<file path="config.mk">
export PLATFORM = sky130hd
export DESIGN_NAME = cond_flag_unit
export DESIGN_NICKNAME = d
export VERILOG_FILES = /design/src/rtl/cond_flag_unit.sv
export SDC_FILE = /design/constraint.sdc
export NUM_CORES = 1
export LEC_CHECK = 0
export BUFFER_PORTS_ARGS = -buffer_cell sky130_fd_sc_hd__buf_4
export CAP_MARGIN = 0
export CORE_ASPECT_RATIO = 1.5
export CORE_UTILIZATION = 45
export CTS_BUF_LIST = sky130_fd_sc_hd__clkbuf_8 sky130_fd_sc_hd__clkbuf_16
export DETAILED_ROUTE_END_ITERATION = 6
export PLACE_DENSITY = 0.72
export SLEW_MARGIN = 0
export SYNTH_ARGS = -nofsm -noshare
export SYNTH_HDL_FRONTEND = slang
export SYNTH_SLANG_ARGS = --single-unit
</file>
<file path="constraint.sdc">
create_clock -name CLK -period 4.27 [get_ports CLK]
set_input_delay 1.0675 -clock CLK [delete_from_list [all_inputs] [get_ports CLK]]
set_output_delay 1.0675 -clock CLK [all_outputs]
set_load 0.05 [all_outputs]
</file>
<file path="src/rtl/cond_flag_unit.sv">
// NZCV flag producer: architectural flags register, condition evaluation,
// condition-gated control outputs, one-deep save/restore shadow and squash counter.
module cond_flag_unit #(
  parameter int CNT_W = 16
) (
  input  logic             CLK,
  input  logic             RESETn,
  input  logic             Stall,
  input  logic             ValidE,
  input  logic [3:0]       CondE,
  input  logic [1:0]       FlagWriteE,
  input  logic [3:0]       ALUFlagsE,
  input  logic             PCSrcE,
  input  logic             RegWriteE,
  input  logic             MemWriteE,
  input  logic             FlagsSave,
  input  logic             FlagsRestore,
  output logic [3:0]       Flags,
  output logic [3:0]       SavedFlags,
  output logic             CondExE,
  output logic             PCSrcGated,
  output logic             RegWriteGated,
  output logic             MemWriteGated,
  output logic [CNT_W-1:0] SquashCount
);

  typedef enum logic [3:0] {
    COND_EQ = 4'b0000, COND_NE = 4'b0001, COND_CS = 4'b0010, COND_CC = 4'b0011,
    COND_MI = 4'b0100, COND_PL = 4'b0101, COND_VS = 4'b0110, COND_VC = 4'b0111,
    COND_HI = 4'b1000, COND_LS = 4'b1001, COND_GE = 4'b1010, COND_LT = 4'b1011,
    COND_GT = 4'b1100, COND_LE = 4'b1101, COND_AL = 4'b1110, COND_NV = 4'b1111
  } cond_e;

  logic [3:0]       flags_q, flags_d;
  logic [3:0]       saved_q, saved_d;
  logic [CNT_W-1:0] squash_q, squash_d;
  logic             cond_ex;
  logic             flag_n, flag_z, flag_c, flag_v;
  logic             advance;

  assign {flag_n, flag_z, flag_c, flag_v} = flags_q;
  assign advance = ~Stall;

  // Condition evaluated against the registered flags, never the in-flight ALU flags.
  always_comb begin
    // NOTE: every always_comb output gets a default first so no path can infer a latch.
    cond_ex = 1'b0;
    unique case (cond_e'(CondE))
      COND_EQ: cond_ex = flag_z;
      COND_NE: cond_ex = ~flag_z;
      COND_CS: cond_ex = flag_c;
      COND_CC: cond_ex = ~flag_c;
      COND_MI: cond_ex = flag_n;
      COND_PL: cond_ex = ~flag_n;
      COND_VS: cond_ex = flag_v;
      COND_VC: cond_ex = ~flag_v;
      COND_HI: cond_ex = ~flag_z & flag_c;
      COND_LS: cond_ex = flag_z | ~flag_c;
      COND_GE: cond_ex = (flag_n == flag_v);
      COND_LT: cond_ex = (flag_n != flag_v);
      COND_GT: cond_ex = ~flag_z & (flag_n == flag_v);
      COND_LE: cond_ex = flag_z | (flag_n != flag_v);
      COND_AL: cond_ex = 1'b1;
      COND_NV: cond_ex = 1'b0;
      default: cond_ex = 1'b0;
    endcase
  end

  assign CondExE       = cond_ex;
  assign PCSrcGated    = PCSrcE    & cond_ex & ValidE;
  assign RegWriteGated = RegWriteE & cond_ex & ValidE;
  assign MemWriteGated = MemWriteE & cond_ex & ValidE;

  always_comb begin
    flags_d  = flags_q;
    saved_d  = saved_q;
    squash_d = squash_q;

    if (advance && ValidE && cond_ex) begin
      if (FlagWriteE[1]) flags_d[3:2] = ALUFlagsE[3:2];
      if (FlagWriteE[0]) flags_d[1:0] = ALUFlagsE[1:0];
    end
    // Restore wins over a same-cycle ALU write; both sources are pre-edge values,
    // so save+restore together swaps the two registers.
    if (advance && FlagsRestore) flags_d = saved_q;
    if (advance && FlagsSave)    saved_d = flags_q;

    if (advance && ValidE && !cond_ex && (squash_q != {CNT_W{1'b1}}))
      squash_d = squash_q + 1'b1;
  end

  always_ff @(posedge CLK) begin
    // NOTE: sequential state uses non-blocking assignments so all registers update together.
    if (!RESETn) begin
      flags_q  <= '0;
      saved_q  <= '0;
      squash_q <= '0;
    end else begin
      flags_q  <= flags_d;
      saved_q  <= saved_d;
      squash_q <= squash_d;
    end
  end

  assign Flags       = flags_q;
  assign SavedFlags  = saved_q;
  assign SquashCount = squash_q;

endmodule

</file>
==> results.ini, run 1 <==
[global_routing]
grt_pass1_vias=1385
grt.total_usage_pct=21.3
grt.overflow.total=0
grt_antenna_before_repair=0
grt_max_degree=19
grt_pass1_wl_um=6010

[setup_path]
cp_num_buf_inv=2
crit_type=primary input to output pin
cp_slowest_cell=a311o_2
critical-path-max-stage-delay_ps=400
ff2ff_setup_slack_ps=1860
cp.arrival_ps=2680
cpMostUsedCell=buf_4
required_ps=3200
start_kind=primary input
endpoint_kind=output pin
path_cells=buf_4 -> nor2b_1 -> mux2_4 -> a311o_2 -> nor2_1 -> nand2_1 -> and3_1 -> buf_4
cp_max_fo=13
r2r-end=SquashCount[13]
crit_family=simple AND/OR/NAND/NOR gates
timing.reg2reg.worst_path_depth=6
r2r-start=Flags[3]

[clock_network]
root_buffer=clkbuf_8
cts.sinks=24
clock_path_buffers=2
cts.clk_slew.worst_paths_ps=80
cts_resized=0
cts_tree=built
postCtsSetupBuffers=0
numCtsBuffers=3
cts_max_level=1
clk_latency_ps=260
cts_hold_buf=0

[timing]
period_share_pct=87.8
finalSetupViolations=0
max_slew_margin_pct=68.9
fin_worst_skew_ps=7.74
fmax_mhz=267
rsz0062_at_grt=no
drv_slew=0
final-hold-violation-count=0
tns_ps=0
fin_hold_ws_ps=504
worstMarginPinSlew_ps=464
period_minus_slack_ps=3750

[drt]
vias=1470
wl_um=3580
met1_length_um=1550
dr.pass1.iters=4
wl_per_cell_um=13.4
drt-initial-drc-count=49
wl_met2_um=1870
top_layer=met4
ant_nets=0
route.detailed.drc=0
met3WireLength_um=109
routed_via_density=5.53

[place]
port-buffer-count=46
gp_congestion=0.827
dp_hpwl_um=2790

[cells_and_area]
n_antenna_cell=0
layout_common_cells=46 x buf_4, 24 x dfxtp_1, 21 x nand2_1
fin_nets=247
multi_input_area_um2=915
drive_gt1_share_pct=27.0
final_common_cell=buf_4
areaGrowthSynthToFinish_pct=27.7
regArea_um2=480
num-fill-cells=307

[synthesis]
syn_inst=184
yosysTopAreaCellShare_pct=32.6
synth_edf_count=0
avgSynthCellArea_um2=8.02
yosysSeqAreaShare_pct=32.6
synth_nets=204
yosysTopAreaCell=dfxtp_1
synth_async_sr_flop_share_pct=0
synth_ff_type=dfxtp_1
synth.distinct_cells=42
synthTopCellsByArea=dfxtp_1 33%, mux2i_1 8.1%, nand2_1 5.3%
ys_ff_latch=24
syn-cell-area_mm2=0.00148
synth_warnings=0

[status]
status=completed

[worst_hold_path]
whs_endpoint=SquashCount[1]
worstHoldPathCells=2
min_from=SquashCount[1]
hold_path.class=register to register

[pwr]
leakage_uw=0.000752
p_per_area_mw_per_mm2=279
power_uw=525
irDropWorstVdd_v=0.000225

[floorplanning]
io_pins=47
die_w_um=48.8
fp.coreArea_mm2=0.00313
num_rows=25
dieArea_mm2=0.00352
start_util_pct=47.2
die_height_um=72.1

[job]
cap_violations=0

[cells by family (layout without fill, tap and decap cells)]
group           after synthesis  after routing  synth area share [%]
flops                        24             24                  32.6
buf+inv                      18             60                  5.43
xor+xnor                      3              3                  1.78
fa+ha+maj                     1              1                 0.848
mux                          13             13                  9.16
simple gates                 87             87                  31.6
compound gates               38             38                  18.7
[flip-flops by register name (all words and copies together), names as in the netlist]
name	flops
SquashCount	16
Flags	4
SavedFlags	4
[through the flow]
step / setup slack (ps) / instance area (um^2) / std cells / utilization [%]
global placement: 558 / 1830 / 262 / 58.4
detailed placement: 523 / 1830 / 262 / 58.4
finish: 521 / 1880 / 266 / 60.2
CTS: 522 / 1880 / 266 / 60.2
global route: 400 / 1880 / 266 / 60.2
floorplan: 134 / 1480 / 184 / -
[power breakdown]
part / total, uW / leakage, uW / internal (uW) / switching, uW
Combinational: 135 / 0.000529 / 51.8 / 83.1
Clock: 150 / 0.0000288 / 82.2 / 67.8
Sequential: 240 / 0.000194 / 230 / 10.1
Total: 525 / 0.000752 / 364 / 161
[worst min-delay path, delay by kind of cell (launching register included)]
family	cells	cell delay, ps
simple gates	1	60
flops	1	350
compound gates	1	60
[synthesized netlist by cell type (3+ instances only)]
cell / instances
nor2_1: 13
o31ai_1: 4
and3_1: 4
nor3_1: 5
xnor2_1: 3
nand2b_1: 4
nor2b_1: 3
nand4_1: 4
a221oi_1: 5
dfxtp_1: 24
inv_1: 9
or4_1: 5
o21ai_0: 9
mux2i_1: 12
nand3b_1: 3
or3_1: 7
nand2_1: 21
nand3_1: 8
a21oi_1: 11
buf_2: 4
[cell type report]
type / count / area share [%]
Multi-Input combinational cell: 142 / 48.6
Sequential cell: 24 / 25.5
Timing Repair Buffer: 46 / 18.3
Clock buffer: 4 / 2.92
Tap cell: 40 / 2.66
Inverter: 10 / 1.99
[how the worst max path moves through the flow]
| stage | startpoint | to | slack, ps | depth (start not counted) |
|---|---|---|---|---|
| 6_report | CondE[0] | RegWriteGated | 520 | 8 |
| 5_1_grt | CondE[0] | MemWriteGated | 400 | 8 |
| 4_1_cts | CondE[0] | RegWriteGated | 520 | 8 |
| 3_5_place_dp | CondE[0] | RegWriteGated | 520 | 8 |
| 3_3_place_gp | CondE[0] | PCSrcGated | 560 | 8 |
| 2_1_floorplan | CondE[2] | MemWriteGated | 130 | 7 |
[per-layer routing]
layer | GRT usage, % | vias to the layer above
li1 | - | 752
met1 | 24.4 | 681
met2 | 40.0 | 31
met3 | 2.10 | 6
met4 | 8.17 | 0
met5 | 0 | -
Note: power is estimated with default switching activity, not from simulation.
==> run 2: changes to the inputs <==
CELL_PAD_IN_SITES_DETAIL_PLACEMENT = 1   (was default)
CELL_PAD_IN_SITES_GLOBAL_PLACEMENT = 1   (was default)
CORE_UTILIZATION = 39   (was 45)
PLACE_DENSITY = default   (was 0.72)
PLACE_DENSITY_LB_ADDON = 0.1   (was default)
REMOVE_ABC_BUFFERS = 1   (was default)
SLEW_MARGIN = default   (was 0)
==> run 2 against run 1 <==
  * Die area grew 15%
  * Utilization shrank 8.0 points
  * First-iteration DRC count fell by 2.0%
  * Setup slack got worse by 54 ps
  * Critical path type unchanged
  * Power increased by 11%
  * Wire length increased by 22%
  * Sequential share of layout area fell by 0.27 points
  * Register-to-register slack got worse by 80 ps
  * Global-route usage increased by 1.5 points
  * Clock skew shrank 5.4 ps
  * Critical endpoint unchanged
  * Non-clock buffer count stayed put
==> results.ini, run 2 (synthesized netlist as in run 1, its figures left out) <==
[setup_path]
ff2ff_setup_slack_ps=1780
endpoint_kind=output pin
required_ps=3200
r2r-start=Flags[3]
r2r-end=SquashCount[11]
timing.reg2reg.worst_path_depth=6
start_kind=primary input
cp.arrival_ps=2740
crit_type=primary input to output pin
crit_end=RegWriteGated
crit_path_start=CondE[0]
cp_max_fo=13

[pwr]
irDropWorstVdd_v=0.000329
p_per_area_mw_per_mm2=305
leakage_uw=0.000759

[timing]
drv_slew=0
tns_ps=0
period_minus_slack_ps=3800
fin_hold_ws_ps=506
finalSetupViolations=0
rsz0062_at_grt=no
fin_worst_skew_ps=2.38
final-hold-violation-count=0
fmax_mhz=263
period_share_pct=89.1
max_slew_margin_pct=66.3
worstMarginPinSlew_ps=503

[drt]
vias=1545
ant_nets=0
dr.pass1.iters=4
wl_per_cell_um=16.2
route.detailed.drc=0
wl_um=4370
routed_via_density=5.74
drt-initial-drc-count=48

[place]
port-buffer-count=46
dp_hpwl_um=3430
gp_congestion=0.820

[clock_network]
clk_latency_ps=270
cts.clk_slew.worst_paths_ps=90
cts_hold_buf=0
clock_path_buffers=2
numCtsBuffers=3
cts.sinks=24
root_buffer=clkbuf_8
cts_max_level=1
cts_tree=built
postCtsSetupBuffers=0
cts_resized=0

[status]
status=completed

[global_routing]
grt_antenna_before_repair=0
grt.total_usage_pct=22.7
grt_pass1_vias=1503
grt_pass1_wl_um=7030
grt_max_degree=19
grt.overflow.total=0

[floorplanning]
io_pins=47
start_util_pct=40.4
die_w_um=52.2
dieArea_mm2=0.00404
num_rows=27
fp.coreArea_mm2=0.00365
die_height_um=77.3

[cells_and_area]
final_common_cell=buf_4
layout_common_cells=46 x buf_4, 24 x dfxtp_1, 21 x nand2_1
n_antenna_cell=0
multi_input_area_um2=915
regArea_um2=480
fin_nets=247
largest_reg_flops=16
num-fill-cells=462
drive_gt1_share_pct=27.0
areaGrowthSynthToFinish_pct=29.0

[worst_hold_path]
hold_path.class=register to register

[job]
cap_violations=0

[run 2: worst max-delay path, cell delays in order]
cell and delay, ps:
buf_4 150, or3b_2 460, mux2i_1 290, a311o_2 200, nor2_1 60, nand2_1 120
and3_1 180, buf_4 200
[run 2: routing by layer]
layer	share of wire [%]	track usage (%)	vias to the layer above	wire [um]
met5	0	0	-	0
met4	1.1	6.84	0	49
met3	3.8	2.18	5	166
met2	56	44.2	41	2460
met1	39	24.1	742	1700
li1	-	-	757	-
[run 2: layout make-up]
| type | instances | area share [%] |
|---|---|---|
| Timing Repair Buffer | 46 | 18.1 |
| Tap cell | 43 | 2.83 |
| Sequential cell | 24 | 25.2 |
| Inverter | 10 | 1.97 |
| Multi-Input combinational cell | 142 | 48.1 |
| Clock inverter | 1 | 1.58 |
| Clock buffer | 3 | 2.17 |
[run 2: worst min path at each step]
stage,from,to,depth (start not counted)
2_1_floorplan,SquashCount[10],SquashCount[10],2
3_3_place_gp,SquashCount[10],SquashCount[10],2
3_5_place_dp,SquashCount[10],SquashCount[10],2
4_1_cts,SquashCount[10],SquashCount[10],2
5_1_grt,SquashCount[5],SquashCount[5],2
6_report,SquashCount[10],SquashCount[10],2
[run 2: where the power goes]
| group | switching (uW) | internal, uW |
|---|---|---|
| clock network | 76.5 | 125 |
| registers | 10.9 | 230 |
| logic | 85.7 | 51.8 |
| total | 173 | 407 |
[run 2: through the flow]
stage	util, %	setup WS, ps	cell area (um^2)	power, uW	std cells
global route	52.2	438	1900	602	269
CTS	52.2	484	1900	585	269
global placement	50.2	557	1830	377	265
floorplan	-	301	1430	331	176
finish	52.2	466	1900	580	269
detailed placement	50.2	482	1830	384	265
==> run 3: changes to the inputs <==
ABC_AREA = 1   (was default)
CORE_UTILIZATION = 38   (was 39)
==> run 3 against run 2 <==
  * Worst hold slack lost 27 ps
  * Largest cell class unchanged
  * Final area grew 4.5%
  * Critical path type unchanged
  * Power barely moved
  * Utilization shrank 1.5 points
  * Flip-flop and latch count stayed put
  * Clock power about the same
  * Register-to-register slack improved by 530 ps
  * Via count is 5.6% higher
==> results.ini, run 3 <==
[synthesis]
synth.distinct_cells=26
synth_warnings=0
synthAdderAreaFrac_pct=0.803
avgSynthCellArea_um2=6.63
synth_compound_area_share_pct=12.5
yosysTopAreaCell=dfxtp_1
synth_edf_count=0
synth.most_common_cell=nand2_1
muxShareOfSynthArea_pct=2.17
syn-cell-area_mm2=0.00156
synth_ff_type=dfxtp_1
synth_top_family_by_area=simple AND/OR/NAND/NOR gates
syn_inst=235
synthTopCellsByCount=66 x nand2_1, 24 x dfxtp_1, 24 x nor2_1
yosys.area_share.simple_pct=36.3
synth_xor_area_share_pct=7.87
synth_async_sr_flop_share_pct=0
synthTopCellsByArea=dfxtp_1 31%, nand2_1 16%, nor2_1 5.8%
yosysTopAreaCellShare_pct=30.8
yosysSeqAreaShare_pct=30.8
ys_ff_latch=24

[status]
status=completed

[global_routing]
grt_pass1_wl_um=6910
grt_max_degree=18
grt.overflow.total=0
grt_antenna_before_repair=0
grt.total_usage_pct=21.6
grt_pass1_vias=1606

[pwr]
p_per_area_mw_per_mm2=291
pwr-share-comb_pct=23.8
p_clk_share_pct=35.1
irDropWorstVdd_v=0.000166
sw_frac_of_total_pct=30.7
p_int_uw=402
leakage_uw=0.000900
power_frac_seq_pct=41.1
switchingPower_uw=178

[cells_and_area]
fin_nets=301
n_antenna_cell=0
final_cells=325
layout_common_cells=66 x nand2_1, 46 x buf_4, 24 x dfxtp_1, 24 x nor2_1, 23 x inv_1
drive_gt1_share_pct=27.1
final_common_cell=nand2_1
num-fill-cells=541
final_core_util_pct=50.7
regArea_um2=480
design_area_mm2=0.00199
largest_reg_flops=16
multi_input_area_um2=930
areaGrowthSynthToFinish_pct=27.6

[drt]
drt-initial-drc-count=39
vias=1631
wl_per_cell_um=13.3
route.detailed.drc=0
ant_nets=0
dr.pass1.iters=4
wl_um=4330
routed_via_density=5.02

[clock_network]
clk_latency_ps=270
numCtsBuffers=3
root_buffer=clkbuf_8
cts_resized=0
postCtsSetupBuffers=0
cts.clk_slew.worst_paths_ps=90
cts.sinks=24
clock_path_buffers=2
cts_max_level=1
cts_tree=built
cts_hold_buf=0

[timing]
finalSetupViolations=0
period_share_pct=80.5
tns_ps=0
fmax_mhz=291
worstMarginPinSlew_ps=627
period_minus_slack_ps=3440
rsz0062_at_grt=no
drv_slew=0
max_slew_margin_pct=58.2
fin_worst_skew_ps=2.73
final-hold-violation-count=0

[place]
dp_hpwl_um=3390
gp_congestion=0.787
port-buffer-count=46
dpl_cell_area_mm2=0.00192
dp_cells=321

[setup_path]
required_ps=3200
timing.reg2reg.worst_path_depth=10
cp.arrival_ps=2370
critical-path-max-stage-delay_ps=200
start_kind=primary input
cp_slowest_cell=buf_4
endpoint_kind=output pin
cpMostUsedCell=nand2_1
path_cells=buf_4 -> nor2_1 -> nand2_1 -> nand2_1 -> nand2_1 -> nand2_1 -> nand2_1 -> nand2_1 -> nand2_1 -> nand2_2 -> nand2_4 -> inv_1 -> nand2_1 -> nor2_1 -> buf_4
crit_type=primary input to output pin
cp_max_fo=6

[floorplanning]
die_w_um=54.3
io_pins=47
dieArea_mm2=0.00437
start_util_pct=39.7
fp.coreArea_mm2=0.00392
num_rows=28
die_height_um=80.4

[job]
cap_violations=0

[worst_hold_path]
hold_path.class=register to register
worstHoldPathCells=2

==> run 3: cell count changes in the layout (fill, tap and decap cells not counted), sizes merged, moves of 4 or more <==
cell and change:
or3 -8, and3 -5, nor2 +12, xor2 +10, inv +17, nand2 +55, o31ai -4, or4 -5
mux2i -12, nand3 +9, a221oi -5, nand2b -4, a21oi +12
==> run 3: power groups by stage <==
stage / combinational [uW] / clock, uW / sequential [uW]
2_1_floorplan: 66.7 / 0 / 267
3_3_place_gp: 137 / 0 / 244
3_5_place_dp: 139 / 0 / 244
4_1_cts: 139 / 211 / 239
5_1_grt: 151 / 219 / 240
6_report: 138 / 203 / 239
==> run 3: per-layer routing <==
| layer | wire (um) | up-vias | GRT usage, % |
|---|---|---|---|
| met5 | 0 | - | 0 |
| met2 | 2430 | 32 | 42.8 |
| li1 | - | 835 | - |
| met1 | 1690 | 754 | 20.3 |
| met3 | 117 | 10 | 3.60 |
| met4 | 92 | 0 | 7.69 |
==> run 3: area by class of cell <==
cell class	count	share of cell area (%)
clock inverter	1	1.51
inverter	27	5.35
timing repair buffer	46	17.4
sequential	24	24.2
tap	45	2.83
multi-input combinational	179	46.7
clock buffer	3	2.08
==> run 3: final timing paths <==
| kind | slack, ps | endpoint | start |
|---|---|---|---|
| min | 480 | SavedFlags[1] | SavedFlags[1] |
| max | 830 | MemWriteGated | CondE[1] |
| min reg2reg | 480 | SavedFlags[1] | SavedFlags[1] |
| max reg2reg | 2310 | SquashCount[15] | SquashCount[0] |
==> run 3: metrics by stage <==
step	hold WS, ps	power (uW)	setup WS, ps
2_1_floorplan	685	334	385
3_3_place_gp	464	381	896
3_5_place_dp	468	383	850
4_1_cts	482	589	834
5_1_grt	511	610	621
6_report	478	580	834
==> run 3: critical path: cells and delay by family <==
| family | cells | cell delay [ps] |
|---|---|---|
| simple gates | 12 | 900 |
| buf+inv | 3 | 410 |
==> run 3: cells by family (layout without fill, tap and decap cells) <==
group | count (synthesis) | in the layout
and+or+nand+nor | 128 | 128
xor gates and xnor gates | 14 | 14
buffers and inverters | 32 | 77
muxes | 3 | 3
adders and majority gates | 1 | 1
AOI/OAI and AO/OA | 33 | 33
DFF | 24 | 24
